$ cat config.mk
export PLATFORM = sky130hd
export DESIGN_NAME = mem_arbiter
export DESIGN_NICKNAME = d
export VERILOG_FILES = /design/src/rtl/mem_arb_pkg.sv /design/src/rtl/mem_arbiter.sv
export SDC_FILE = /design/constraint.sdc
export NUM_CORES = 1
export LEC_CHECK = 0
export CAP_MARGIN = 20
export CORE_MARGIN = 10
export CORE_UTILIZATION = 39
export CTS_BUF_LIST = sky130_fd_sc_hd__clkbuf_8
export CTS_CLUSTER_SIZE = 8
export DETAILED_ROUTE_END_ITERATION = 6
export GPL_TIMING_DRIVEN = 1
export PLACE_DENSITY = 0.85
export SETUP_SLACK_MARGIN = 0.2
export SYNTH_ARGS = -nofsm -noshare
export SYNTH_HDL_FRONTEND = slang
export SYNTH_SLANG_ARGS = --single-unit
$ cat constraint.sdc
create_clock -name clk -period 1.5 [get_ports clk]
set_input_delay 0.15 -clock clk [delete_from_list [all_inputs] [get_ports clk]]
set_output_delay 0.15 -clock clk [all_outputs]
set_load 0.03 [all_outputs]
$ cat src/rtl/mem_arb_pkg.sv
// Shared types and the arbitration rule for mem_arbiter.
package mem_arb_pkg;

  localparam int STREAK_W = 4;
  localparam int LAT_W    = 3;

  typedef enum logic [1:0] {
    ST_IDLE   = 2'd0,
    ST_ACCESS = 2'd1,
    ST_RESP   = 2'd2
  } state_e;

  typedef enum logic {
    GRANT_I = 1'b0,
    GRANT_D = 1'b1
  } grant_e;

  // D wins by default; I wins when it is alone or when D has used up its streak.
  function automatic grant_e pick_winner(input logic                i_req,
                                         input logic                d_req,
                                         input logic [STREAK_W-1:0] streak,
                                         input logic [STREAK_W-1:0] max_streak);
    if (d_req && !(i_req && (streak == max_streak))) return GRANT_D;
    return GRANT_I;
  endfunction

endpackage

$ cat src/rtl/mem_arbiter.sv
// Two-port (fetch / load-store) arbiter in front of mem_ctrl's single virtual port.
// One access in flight at a time: IDLE -> ACCESS -> RESP -> IDLE.
module mem_arbiter
  import mem_arb_pkg::*;
#(
  parameter int ADDR_W       = 32,
  parameter int DATA_W       = 32,
  parameter int READ_LATENCY = 1,
  parameter int MAX_D_STREAK = 4
) (
  input  logic              clk,
  input  logic              rstn,
  input  logic              iReq,
  input  logic [ADDR_W-1:0] iAddr,
  output logic              iAck,
  output logic [DATA_W-1:0] iData,
  input  logic              dReq,
  input  logic              dWe,
  input  logic [ADDR_W-1:0] dAddr,
  input  logic [DATA_W-1:0] dWdata,
  output logic              dAck,
  output logic [DATA_W-1:0] dRdata,
  output logic              dErr,
  output logic [ADDR_W-1:0] addressVirt,
  output logic [DATA_W-1:0] dataInVirt,
  output logic              wEnVirt,
  input  logic [DATA_W-1:0] dataOutVirt,
  output logic              busy
);

  localparam logic [STREAK_W-1:0] MAX_STREAK = STREAK_W'(MAX_D_STREAK);
  localparam logic [LAT_W-1:0]    LAT_LAST   = LAT_W'(READ_LATENCY);

  state_e              state_q;
  grant_e              grant_q;
  logic                we_q;
  logic                mis_q;
  logic [LAT_W-1:0]    lat_cnt_q;
  logic [STREAK_W-1:0] streak_q;
  logic [ADDR_W-1:0]   addr_virt_q;
  logic [DATA_W-1:0]   data_in_q;
  logic                wen_q;
  logic [DATA_W-1:0]   i_data_q;
  logic [DATA_W-1:0]   d_rdata_q;
  logic                i_ack_q;
  logic                d_ack_q;
  logic                d_err_q;

  grant_e              winner_d;
  logic [STREAK_W-1:0] streak_d;
  logic                d_misaligned;

  assign d_misaligned = (dAddr[1:0] != 2'b00);

  // Winner and the streak value that goes with it, used only on an IDLE sample edge.
  always_comb begin
    // NOTE: every combinational output gets a default first so no latch is inferred.
    winner_d = pick_winner(iReq, dReq, streak_q, MAX_STREAK);
    streak_d = '0;
    if (winner_d == GRANT_D && iReq) begin
      streak_d = (streak_q == MAX_STREAK) ? streak_q : streak_q + 1'b1;
    end
  end

  // Access sequencer with registered outputs toward mem_ctrl and the requesters.
  always_ff @(posedge clk or negedge rstn) begin
    if (!rstn) begin
      // Data holding registers are cleared too so every output reads 0 in reset.
      state_q     <= ST_IDLE;
      grant_q     <= GRANT_D;
      we_q        <= 1'b0;
      mis_q       <= 1'b0;
      lat_cnt_q   <= '0;
      streak_q    <= '0;
      addr_virt_q <= '0;
      data_in_q   <= '0;
      wen_q       <= 1'b0;
      i_data_q    <= '0;
      d_rdata_q   <= '0;
      i_ack_q     <= 1'b0;
      d_ack_q     <= 1'b0;
      d_err_q     <= 1'b0;
    end else begin
      // NOTE: non-blocking assignments so every register sees pre-edge values; the
      // defaults below make acks and the write strobe single-cycle pulses.
      i_ack_q   <= 1'b0;
      d_ack_q   <= 1'b0;
      d_err_q   <= 1'b0;
      wen_q     <= 1'b0;
      data_in_q <= '0;
      case (state_q)
        ST_IDLE: begin
          if (iReq || dReq) begin
            grant_q   <= winner_d;
            streak_q  <= streak_d;
            lat_cnt_q <= '0;
            state_q   <= ST_ACCESS;
            if (winner_d == GRANT_D) begin
              we_q        <= dWe;
              mis_q       <= d_misaligned;
              addr_virt_q <= dAddr;
              if (dWe && !d_misaligned) begin
                wen_q     <= 1'b1;
                data_in_q <= dWdata;
              end
            end else begin
              we_q        <= 1'b0;
              mis_q       <= 1'b0;
              addr_virt_q <= iAddr & ~ADDR_W'(3);
            end
          end
        end
        ST_ACCESS: begin
          if (we_q || mis_q) begin
            state_q <= ST_RESP;
            d_ack_q <= 1'b1;
            d_err_q <= mis_q;
          end else if (lat_cnt_q == LAT_LAST) begin
            state_q <= ST_RESP;
            if (grant_q == GRANT_I) begin
              i_data_q <= dataOutVirt;
              i_ack_q  <= 1'b1;
            end else begin
              d_rdata_q <= dataOutVirt;
              d_ack_q   <= 1'b1;
            end
          end else begin
            lat_cnt_q <= lat_cnt_q + 1'b1;
          end
        end
        ST_RESP: begin
          state_q     <= ST_IDLE;
          addr_virt_q <= '0;
        end
        default: begin
          state_q     <= ST_IDLE;
          addr_virt_q <= '0;
        end
      endcase
    end
  end

  assign iAck        = i_ack_q;
  assign iData       = i_data_q;
  assign dAck        = d_ack_q;
  assign dRdata      = d_rdata_q;
  assign dErr        = d_err_q;
  assign addressVirt = addr_virt_q;
  assign dataInVirt  = data_in_q;
  assign wEnVirt     = wen_q;
  assign busy        = (state_q != ST_IDLE);

endmodule
==> results.cfg, run 1 <==
[die]
start_util_pct = 40.0
die_w_um = 143
core_area_sq_um = 14600
pin_count = 266
dieHeight_um = 143
die_area_sq_um = 20300
rows = 44

[sta]
finalSetupViolCount = 95
fin_skew_ns = 0.0159
worst_slack_ns = -0.219
rsz0062_at_grt = true
slew_headroom_pct = 72.6
fmax_mhz = 582
fin_tns_setup_ns = -14.90
finalCritPeriodShare_pct = 115
tightest_slew_ns = 0.411
fin_crit_ns = 1.72
final_max_slew_viol_count = 0
hold_violations = 0

[worst_setup_path]
cp-start-kind = flop
critPathArrivalTime_ns = 2.03
reg2reg_slack_ns = -0.22
end_kind = flop
reg2reg_depth = 8
crit_required_ns = 1.82
crit_path_max_fanout = 5
setup.worst_path.class = reg -> reg
reg2reg_to = iData[13]
reg2reg_from = lat_cnt_q[1]

[power_and_ir_drop]
switching_power_w = 0.00753
power_density_nw_per_um2 = 1880
total_power_w = 0.0184
p_clk_share_pct = 15.5
pwr-share-comb_pct = 51.5
intPower_w = 0.0109
seqPwrFrac_pct = 33.1
switching_share_pct = 40.9
p_leak_nw = 4.76
max-vdd-ir-drop_v = 0.000807

[route]
num_vias = 4715
avgRoutedWirePerCell_um = 20.6
via_per_inst = 4.97
final_antenna_net_count = 0
drc = 0
drt_iter0_markers = 154
drt-total-wl_um = 19600
dr.pass1.iters = 4

[final_layout]
multi_input_area_sq_um = 2350
stdcell_area_sq_um = 9800
regArea_sq_um = 3600
antennaDiodeCount = 0
nets = 891
final_layout_size_suffix_gt1_share_pct = 49.5
fillCellCount = 1100
area_growth_pct = 67.2

[yosys]
yosys.area.top_type = dfrtp_1
synth_seq_cells = 144
synth.distinct_cells = 35
yosysWarnings = 0
syn_inst = 415
syn-cell-area_sq_um = 5860
synth_edf_count = 0
yosys_most_used_dff = dfrtp_1
synthTopCellsByCount = 143 x dfrtp_1, 59 x mux2_4, 39 x nand2_1
async_flop_share_pct = 100
syn-num-nets = 552
seq_area_frac_synth_pct = 61.5
synth_top_area_share_pct = 61.0
yosysMostFrequentCell = dfrtp_1
avgSynthCellArea_sq_um = 14.1
synth_area_leaders = dfrtp_1 61%, mux2_4 15%, a32oi_1 4.5%, and2_1 3.5%, nand3_1 2.8%

[place]
postPlaceCellArea_sq_um = 9250
hpwl_um = 13900
portBuffers = 263
gp_congestion = 0.811

[clock_tree]
cts-root-buf = clkbuf_8
clkTransAtPathRegs_ns = 0.08
cts-htree-levels = 4
clock_latency_ns = 0.44
cts_tree = done
clockBufferDepth = 2
cts_sinks = 144
cts_buffers = 17

[status]
violations = negative setup slack
run_status = finished, violations left

[job]
maxCapViolCount = 0

[grt]
grt_pass1_wl_um = 29000
grt_pass1_vias = 5182
antenna_found_initial = 0
overflow = 0
grt_max_degree = 42
grt_use_total_pct = 18.4

[min_path]
hold_class = in -> async
[logic make-up (layout without fill, tap and decap cells)]
family / after synthesis / in the layout / synth area share, %
buffers and inverters: 31 / 381 / 3.33
DFF: 144 / 144 / 61.5
adders and majority gates: 4 / 4 / 0.854
AOI/OAI and AO/OA: 46 / 46 / 6.53
and+or+nand+nor: 125 / 125 / 11.5
muxes: 65 / 65 / 16.3
[critical path, stage by stage (launching register included)]
cell,delay (ns)
dfrtp_1,0.40
inv_1,0.06
ha_1,0.17
and2b_2,0.22
nand2_4,0.08
nor2_8,0.12
buf_6,0.13
clkbuf_16,0.14
mux2_4,0.29
[cell type report]
type / count / share of cell area, %
Tap cell: 184 / 2.35
Multi-Input combinational cell: 240 / 24.0
Clock inverter: 10 / 0.906
Sequential cell: 144 / 36.8
Clock buffer: 20 / 2.81
Timing Repair Buffer: 346 / 32.9
Inverter: 5 / 0.191
[per-layer routing]
layer,share of wire [%],GRT usage [%],wire length [um]
met1,38,20.4,7500
met2,52,31.7,10200
met3,8.1,7.71,1590
met4,1.5,5.59,297
met5,0,0,0
[power by group through the flow]
stage | sequential [W] | clock (W) | combinational [W]
floorplan | 0.00848 | 0 | 0.00281
global placement | 0.00609 | 0 | 0.00930
CTS | 0.00609 | 0.00294 | 0.00922
global route | 0.00625 | 0.00310 | 0.0100
finish | 0.00609 | 0.00285 | 0.00948
detailed placement | 0.00616 | 0 | 0.00952
[through the flow]
step	cells	utilization (%)	worst slack, ns	hold WS, ns
finish	949	66.9	-0.219	0.203
global route	949	66.9	-0.283	0.201
CTS	932	66.6	-0.227	0.176
detailed placement	886	63.2	-0.245	0.0997
global placement	886	63.2	-0.214	0.0911
floorplan	415	-	-0.190	-0.146
[worst max-delay path by stage]
stage | startpoint | cells after the start | slack (ns) | end
floorplan | we_q | 5 | -0.19 | iData[0]
global placement | lat_cnt_q[1] | 7 | -0.21 | iData[5]
detailed placement | lat_cnt_q[1] | 7 | -0.24 | iData[7]
CTS | we_q | 7 | -0.23 | iData[7]
global route | we_q | 7 | -0.28 | iData[12]
finish | lat_cnt_q[1] | 8 | -0.22 | iData[13]
[flip-flops by register name (all words and copies together) (netlist names)]
name	count
addressVirt	32
dRdata	32
dataInVirt	32
iData	32
streak_q	4
lat_cnt_q	3
state_q	2
dAck	1
dErr	1
grant_q	1
iAck	1
mis_q	1
wEnVirt	1
we_q	1
[placed cells by master (no fill, tap or decap), types with 13 or more instances in the layout]
| master | Yosys | final |
|---|---|---|
| a32oi_1 | 30 | 28 |
| mux2_4 | 59 | 61 |
| dfrtp_1 | 143 | 143 |
| clkbuf_8 | 0 | 20 |
| nand3_2 | 0 | 31 |
| buf_2 | 6 | 101 |
| buf_4 | 0 | 40 |
| buf_6 | 3 | 20 |
| clkdlybuf4s50_1 | 0 | 129 |
| clkdlybuf4s15_2 | 0 | 31 |
| and2_1 | 33 | 23 |
| nand2_1 | 39 | 33 |
| buf_12 | 3 | 13 |
[repair_timing]
| item | CTS | global route |
|---|---|---|
| pin swaps | 26 | 10 |
| setup buffers | 10 | 10 |
| endpoints found under the setup margin | 272 | 185 |
| endpoints found under the hold margin | 143 | 0 |
| gates resized for setup | 548 | 109 |
| gates cloned | 5 | 7 |
| hold buffers | 1 | 0 |
(Power assumes the default switching activity.)
==> run 2, diff against run 1 <==
Settings changed: CORE_MARGIN 10 to not set, SLEW_MARGIN set to 5.
==> results.cfg, run 2 (synthesized netlist as in run 1, its figures left out) <==
[grt]
overflow = 0
antenna_found_initial = 0
grt_use_total_pct = 23.9
grt_max_degree = 47
grt_pass1_wl_um = 28500
grt_pass1_vias = 5136

[worst_setup_path]
crit_path_max_fanout = 16
reg2reg_slack_ns = -0.26
startpoint = lat_cnt_q[0]
worstPathCellList = ha_2 -> and2b_2 -> buf_12 -> nand3_4 -> buf_12 -> mux2_4
cp_top_family = flip-flops
reg2reg_from = lat_cnt_q[0]
crit_required_ns = 1.82
critPathBufInv = 2
end_kind = flop
cpMaxStageDelayCell = dfrtp_1
setup.worst_path.class = reg -> reg
critPathArrivalTime_ns = 2.07
cp-start-kind = flop
critPathMaxStageDelay_ns = 0.40
cp_common_cell = buf_12

[final_layout]
stdcell_area_sq_um = 10000
area_growth_pct = 70.7
layout_commonest_cell = dfrtp_1
finalNonFillerCells = 946
fillCellCount = 1034
final_layout_size_suffix_gt1_share_pct = 50.9
nets = 887
mostFrequentLayoutCells = 143 x dfrtp_1, 129 x clkdlybuf4s50_1, 104 x buf_2
antennaDiodeCount = 0

[clock_tree]
cts-root-buf = clkbuf_8
clockBufferDepth = 2
clock_latency_ns = 0.44
cts_buffers = 17
clkTransAtPathRegs_ns = 0.09
cts_tree = done
cts_sinks = 144
cts-htree-levels = 4

[route]
dr.pass1.iters = 5
drt-total-wl_um = 18600
drt_iter0_markers = 251
via_per_inst = 5.08
num_vias = 4808
avgRoutedWirePerCell_um = 19.6
final_antenna_net_count = 0
drc = 0

[die]
core_area_sq_um = 14600
rows = 44
dieHeight_um = 125
start_util_pct = 40.2
die_area_sq_um = 15500
die_w_um = 125
pin_count = 266

[sta]
finalCritPeriodShare_pct = 117
fin_skew_ns = 0.0123
hold_violations = 0
slew_headroom_pct = 62.2
worst_slack_ns = -0.258
finalSetupViolCount = 132
fmax_mhz = 569
fin_crit_ns = 1.76
final_max_slew_viol_count = 0
rsz0062_at_grt = true
tightest_slew_ns = 0.565

[place]
postPlaceCellArea_sq_um = 9130
gp_congestion = 0.805
hpwl_um = 11700
dp_cells = 873
portBuffers = 263

[job]
maxCapViolCount = 0

[power_and_ir_drop]
p_leak_nw = 4.87
power_density_nw_per_um2 = 1920
max-vdd-ir-drop_v = 0.00108

[status]
run_status = finished, violations left
violations = negative setup slack

[min_path]
hold_class = in -> async
-- run 2: changes by cell type in the layout (fill, tap and decap cells not counted), sizes merged --
cell,before,now
clkbuf,26,20
clkinvlp,3,0
buf,179,178
bufbuf,0,3
inv,7,10
clkinv,4,5
clkdlybuf4s15,31,28
bufinv,1,4
-- run 2: where the power goes --
part	total, W	switching, W	internal, W
Sequential	0.00610	0.000862	0.00523
Combinational	0.00966	0.00525	0.00441
Clock	0.00341	0.00158	0.00184
Total	0.0192	0.00769	0.0115
-- run 2: final timing paths --
kind                                    to  cells past startpoint
setup / recovery                dRdata[27]                      6
hold / removal                   dRdata[9]                      2
setup reg to reg                dRdata[27]                      6
hold reg to reg            addressVirt[20]                      2
max in group asynchronous          grant_q                      3
min in group clk           addressVirt[11]                      3
-- run 2: layer usage --
metal	global-route usage (%)	vias to the layer above	wire, um
met3	6.92	21	1200
met5	0	-	0
met2	41.4	216	9670
met4	7.44	0	252
li1	-	2150	-
met1	28.4	2421	7430
-- run 2: cell type report --
type	count	area, sq um	share of cell area (%)
Inverter	5	18.8	0.188
Timing Repair Buffer	342	3290	32.9
Sequential cell	144	3600	36.0
Multi-Input combinational cell	240	2420	24.2
Clock buffer	17	234	2.34
Clock inverter	14	203	2.03
Tap cell	184	230	2.30
-- run 2: stage by stage --
stage | TNS [ns] | total power [W] | hold slack (ns) | setup slack [ns] | utilization [%]
final | -23.45 | 0.0192 | 0.172 | -0.258 | 68.6
after global placement | -11.66 | 0.0151 | 0.0691 | -0.170 | 62.6
after floorplan | -8.65 | 0.0113 | -0.146 | -0.190 | -
after global routing | -30.71 | 0.0200 | 0.189 | -0.305 | 68.6
after CTS | -18.92 | 0.0193 | 0.157 | -0.230 | 69.1
after detailed placement | -19.62 | 0.0154 | 0.0744 | -0.271 | 62.6
-- run 2: repair_timing --
item,CTS,global route
resized for setup,530,149
gates cloned,11,4
hold buffers,1,0
pin swaps,7,19
setup endpoints to repair,272,200
hold endpoints to repair,143,0
setup buffers,20,6
==> run 3, diff against run 2 <==
Settings changed: CORE_MARGIN set to 2.
==> results.cfg, run 3 (synthesized netlist as in run 1, its figures left out) <==
[power_and_ir_drop]
power_density_nw_per_um2 = 1950
p_leak_nw = 4.81
max-vdd-ir-drop_v = 0.000906
total_power_w = 0.0194

[sta]
slew_headroom_pct = 62.9
tightest_slew_ns = 0.554
fin_tns_setup_ns = -16.20
fin_crit_ns = 1.72
timing.hold.ws_ns = 0.206
worst_slack_ns = -0.217
rsz0062_at_grt = true
fmax_mhz = 583
final_max_slew_viol_count = 0
finalCritPeriodShare_pct = 114
hold_violations = 0
finalSetupViolCount = 133
fin_skew_ns = 0.0122

[clock_tree]
clockBufferDepth = 2
clock_latency_ns = 0.44
cts-root-buf = clkbuf_8
cts_sinks = 144
cts_buffers = 17
cts_tree = done
clkTransAtPathRegs_ns = 0.08
cts-htree-levels = 4

[worst_setup_path]
worstPathCellList = nor4b_4 -> buf_4 -> nand2_4 -> nor2_8 -> buf_12 -> mux2_4
crit_path_max_fanout = 13
crit_required_ns = 1.82
end_kind = flop
critPathArrivalTime_ns = 2.03
setup.worst_path.class = reg -> reg
cpMaxStageDelayCell = dfrtp_1
cp-start-kind = flop
critPathBufInv = 2
cp_top_family = simple AND/OR/NAND/NOR gates
critPathMaxStageDelay_ns = 0.43

[grt]
grt_pass1_wl_um = 27900
antenna_found_initial = 0
grt_max_degree = 47
grt_use_total_pct = 22.4
overflow = 0
grt_pass1_vias = 5198

[die]
die_area_sq_um = 16000
die_w_um = 127
core_area_sq_um = 14600
start_util_pct = 40.2
pin_count = 266
dieHeight_um = 127
rows = 44

[route]
wl_met3_um = 1500
drt-total-wl_um = 18000
via_per_inst = 5.05
drt_iter0_markers = 217
avgRoutedWirePerCell_um = 19.0
num_vias = 4773
wl_met2_um = 9360
dr.pass1.iters = 4
top_layer = met4
drc = 0
final_antenna_net_count = 0
wl_met1_um = 6870

[final_layout]
fillCellCount = 1074
antennaDiodeCount = 0
final_layout_size_suffix_gt1_share_pct = 48.8
finalNonFillerCells = 946
nets = 886
stdcell_area_sq_um = 9940
mostFrequentLayoutCells = 143 x dfrtp_1, 129 x clkdlybuf4s50_1, 102 x buf_2
area_growth_pct = 69.6
layout_commonest_cell = dfrtp_1

[status]
violations = negative setup slack
run_status = finished, violations left

[place]
hpwl_um = 12000
postPlaceCellArea_sq_um = 9260
dp_cells = 882
portBuffers = 263
gp_congestion = 0.822

[job]
maxCapViolCount = 0

[min_path]
hold_class = in -> async
==> run 3: cell count changes in the layout (fill, tap and decap cells not counted), sizes merged <==
| cell | delta |
|---|---|
| buf | +3 |
| bufbuf | -3 |
| clkbuf | -1 |
| clkdlybuf4s15 | +1 |
| clkinvlp | +1 |
| inv | -1 |
==> run 3: layer usage <==
layer	vias to the layer above	global-route usage, %
met4	0	6.08
met5	-	0
met3	21	7.59
li1	2152	-
met2	220	39.2
met1	2380	26.3
==> run 3: cell type report <==
| type | count | area, sq um | area share (%) |
|---|---|---|---|
| clock inverter | 14 | 186 | 1.88 |
| tap | 184 | 230 | 2.32 |
| multi-input combinational | 240 | 2370 | 23.9 |
| timing repair buffer | 341 | 3280 | 33.0 |
| sequential | 144 | 3600 | 36.3 |
| inverter | 5 | 18.8 | 0.189 |
| clock buffer | 18 | 248 | 2.49 |
==> run 3: where the power goes <==
group          internal [W]  leakage [nW]  switching [W]  total [W]
Combinational       0.00456          2.74        0.00539    0.00995
Clock               0.00186         0.225        0.00147    0.00333
Sequential          0.00524          1.85       0.000864    0.00610
==> run 3: timing repair <==
action / in CTS / in global routing
hold buffers: 1 / 0
setup buffers: 16 / 4
resized for setup: 499 / 167
hold endpoints to repair: 43 / 0
pin swaps: 16 / 17
endpoints found under the setup margin: 271 / 214
gates cloned: 9 / 2
==> run 3: metrics by stage <==
| step | utilization (%) | worst slack [ns] |
|---|---|---|
| floorplan | - | -0.190 |
| global placement | 63.4 | -0.165 |
| detailed placement | 63.4 | -0.240 |
| CTS | 70.0 | -0.233 |
| global route | 68.1 | -0.287 |
| finish | 68.1 | -0.217 |
==> run 3: path summary, 6_finish.rpt <==
check                                start               to  slack (ns)  cells after the start
max in group asynchronous             rstn        dRdata[3]        0.67                      3
hold / removal                        rstn       dRdata[26]        0.21                      2
setup / recovery                state_q[1]         iData[8]       -0.22                      6
min in group clk                 dAddr[17]  addressVirt[17]        0.26                      3
setup reg to reg                state_q[1]         iData[8]       -0.22                      6
hold reg to reg            addressVirt[27]  addressVirt[27]        0.48                      2
==> run 3: worst reg2reg max path, stage by stage, from the launching register on <==
cell     delay (ns)
dfrtp_1        0.43
nor4b_4        0.27
buf_4          0.18
nand2_4        0.07
nor2_8         0.15
buf_12         0.18
mux2_4         0.32
==> edit: new RTL, config.mk and constraints of run 3 <==
The package constant `STREAK_W` goes from 4 to 3.
--- a/src/rtl/mem_arb_pkg.sv
+++ b/src/rtl/mem_arb_pkg.sv
@@ -3,3 +3,3 @@
 
-  localparam int STREAK_W = 4;
+  localparam int STREAK_W = 3;
   localparam int LAT_W    = 3;
Formal check against the unedited RTL: no difference found for any inputs over 4 cycles, from zero or initial values and one cycle with rstn low; that may be too few to reach the edited logic, so the function may still have changed.
==> edit against run 3 <==
- the run still ends with setup timing left
- fmax decreased by 12%
- critical path depth is 2 lower
- worst setup slack got worse by 0.24 ns
- power decreased by 6.5%
- final area shrank 6.0%
- sequential cell count decreased by 1
- clock skew fell by 0.0015 ns
- synthesized area shrank 3.4%
- routed wire length shrank 3.6%
==> edit: results (changes against run 3) <==
Power
  – Leak Pwr: 4.45 nW (-7.6%)
  – Peak ir drop on the vdd network: 0.936 mV (+3.3%)

Placed design
  – Pre-CTS setup slack: -0.525 ns (-0.285 ns)
  – Global placer's final weighted congestion: 0.834 (+1.5%)
  – Hpwl dp: 11,100 um (-8.1%)
  – Placed Instance Area: 8810 sq um (-4.9%)

Run status
  – Violated checks: setup timing
  – Run status: finished with violations

Yosys
  – Synthesized netlist net count: 518 (-6.2%)
  – Area contributors post-synth: sky130_fd_sc_hd__dfrtp_1 (63%), sky130_fd_sc_hd__mux2_4 (7.7%), sky130_fd_sc_hd__mux2_2 (6.8%)
  – Proportion of synthesized chip area in sequential cells: 63.2% (+1.7 points)
  – Mean instance size in the synthesized netlist: 14.9 sq um (+5.2%)
  – Mux contribution to synthesized area: 15.0% (-1.3 points)

STA
  – Final-layout worst hold slack: 0.179 ns (-0.0265 ns)
  – Smallest setup slack after layout: -0.458 ns (-0.242 ns)
  – Final setup vio count: 139 (+4.5%)
  – Setup TNS Final: -48.22 ns (-32.02 ns)

Worst setup path
  – Critical path arrival: 2.27 ns (+0.24 ns)
  – Max stage delay on crit path: 0.54 ns (+0.11 ns)
  – Master of the slowest instance on the critical path: sky130_fd_sc_hd__or4b_4
  – Timing endpoint of the critical path: iData[11]

Routing
  – Sum of routed wire length over all layers: 17,400 um (-3.6%)
  – Number of vias after detailed routing: 4,516 (-5.4%)
  – Violation count after the first detailed-route iteration: 170 (-22%)

Global route
  – Met3 GRT Util: 7.47% (-0.12 points)
  – First-pass GRT wire length: 25,600 um (-8.3%)

Final layout
  – Net count, final: 838 (-5.4%)
  – Share of layout cells above drive strength 1: 43.6% (-5.3 points)
edit: per-layer routing:
layer | part of all wire, % | up-vias
met1 | 38 | 2285
met4 | 1.5 | 0
li1 | - | 2021
met3 | 6.6 | 26
met5 | 0 | -
met2 | 54 | 184
edit: layout make-up:
| cell class | instances | area, sq um |
|---|---|---|
| fillers | 1095 | 5020 |
| clock buffers | 17 | 234 |
| flip-flops and latches | 143 | 3580 |
| inverters | 7 | 26.3 |
| clock inverters | 15 | 185 |
| repair buffers | 327 | 3070 |
| well taps | 184 | 230 |
| multi-input cells | 205 | 2020 |
edit: power by group through the flow:
stage	logic [mW]	clock network (mW)	registers (mW)
final	8.87	3.23	6.02
after global routing	9.31	3.48	6.19
after CTS	9.02	3.30	6.04
after detailed placement	9.27	0	6.08
after global placement	9.02	0	6.03
after floorplan	2.64	0	8.58
edit: what timing repair did:
action,in CTS,in global routing
hold endpoints to repair,143,0
pin swaps,2,5
endpoints found under the setup margin,273,210
buffers inserted,7,6
hold buffers,1,0
cloned,4,7
resized for setup,471,155
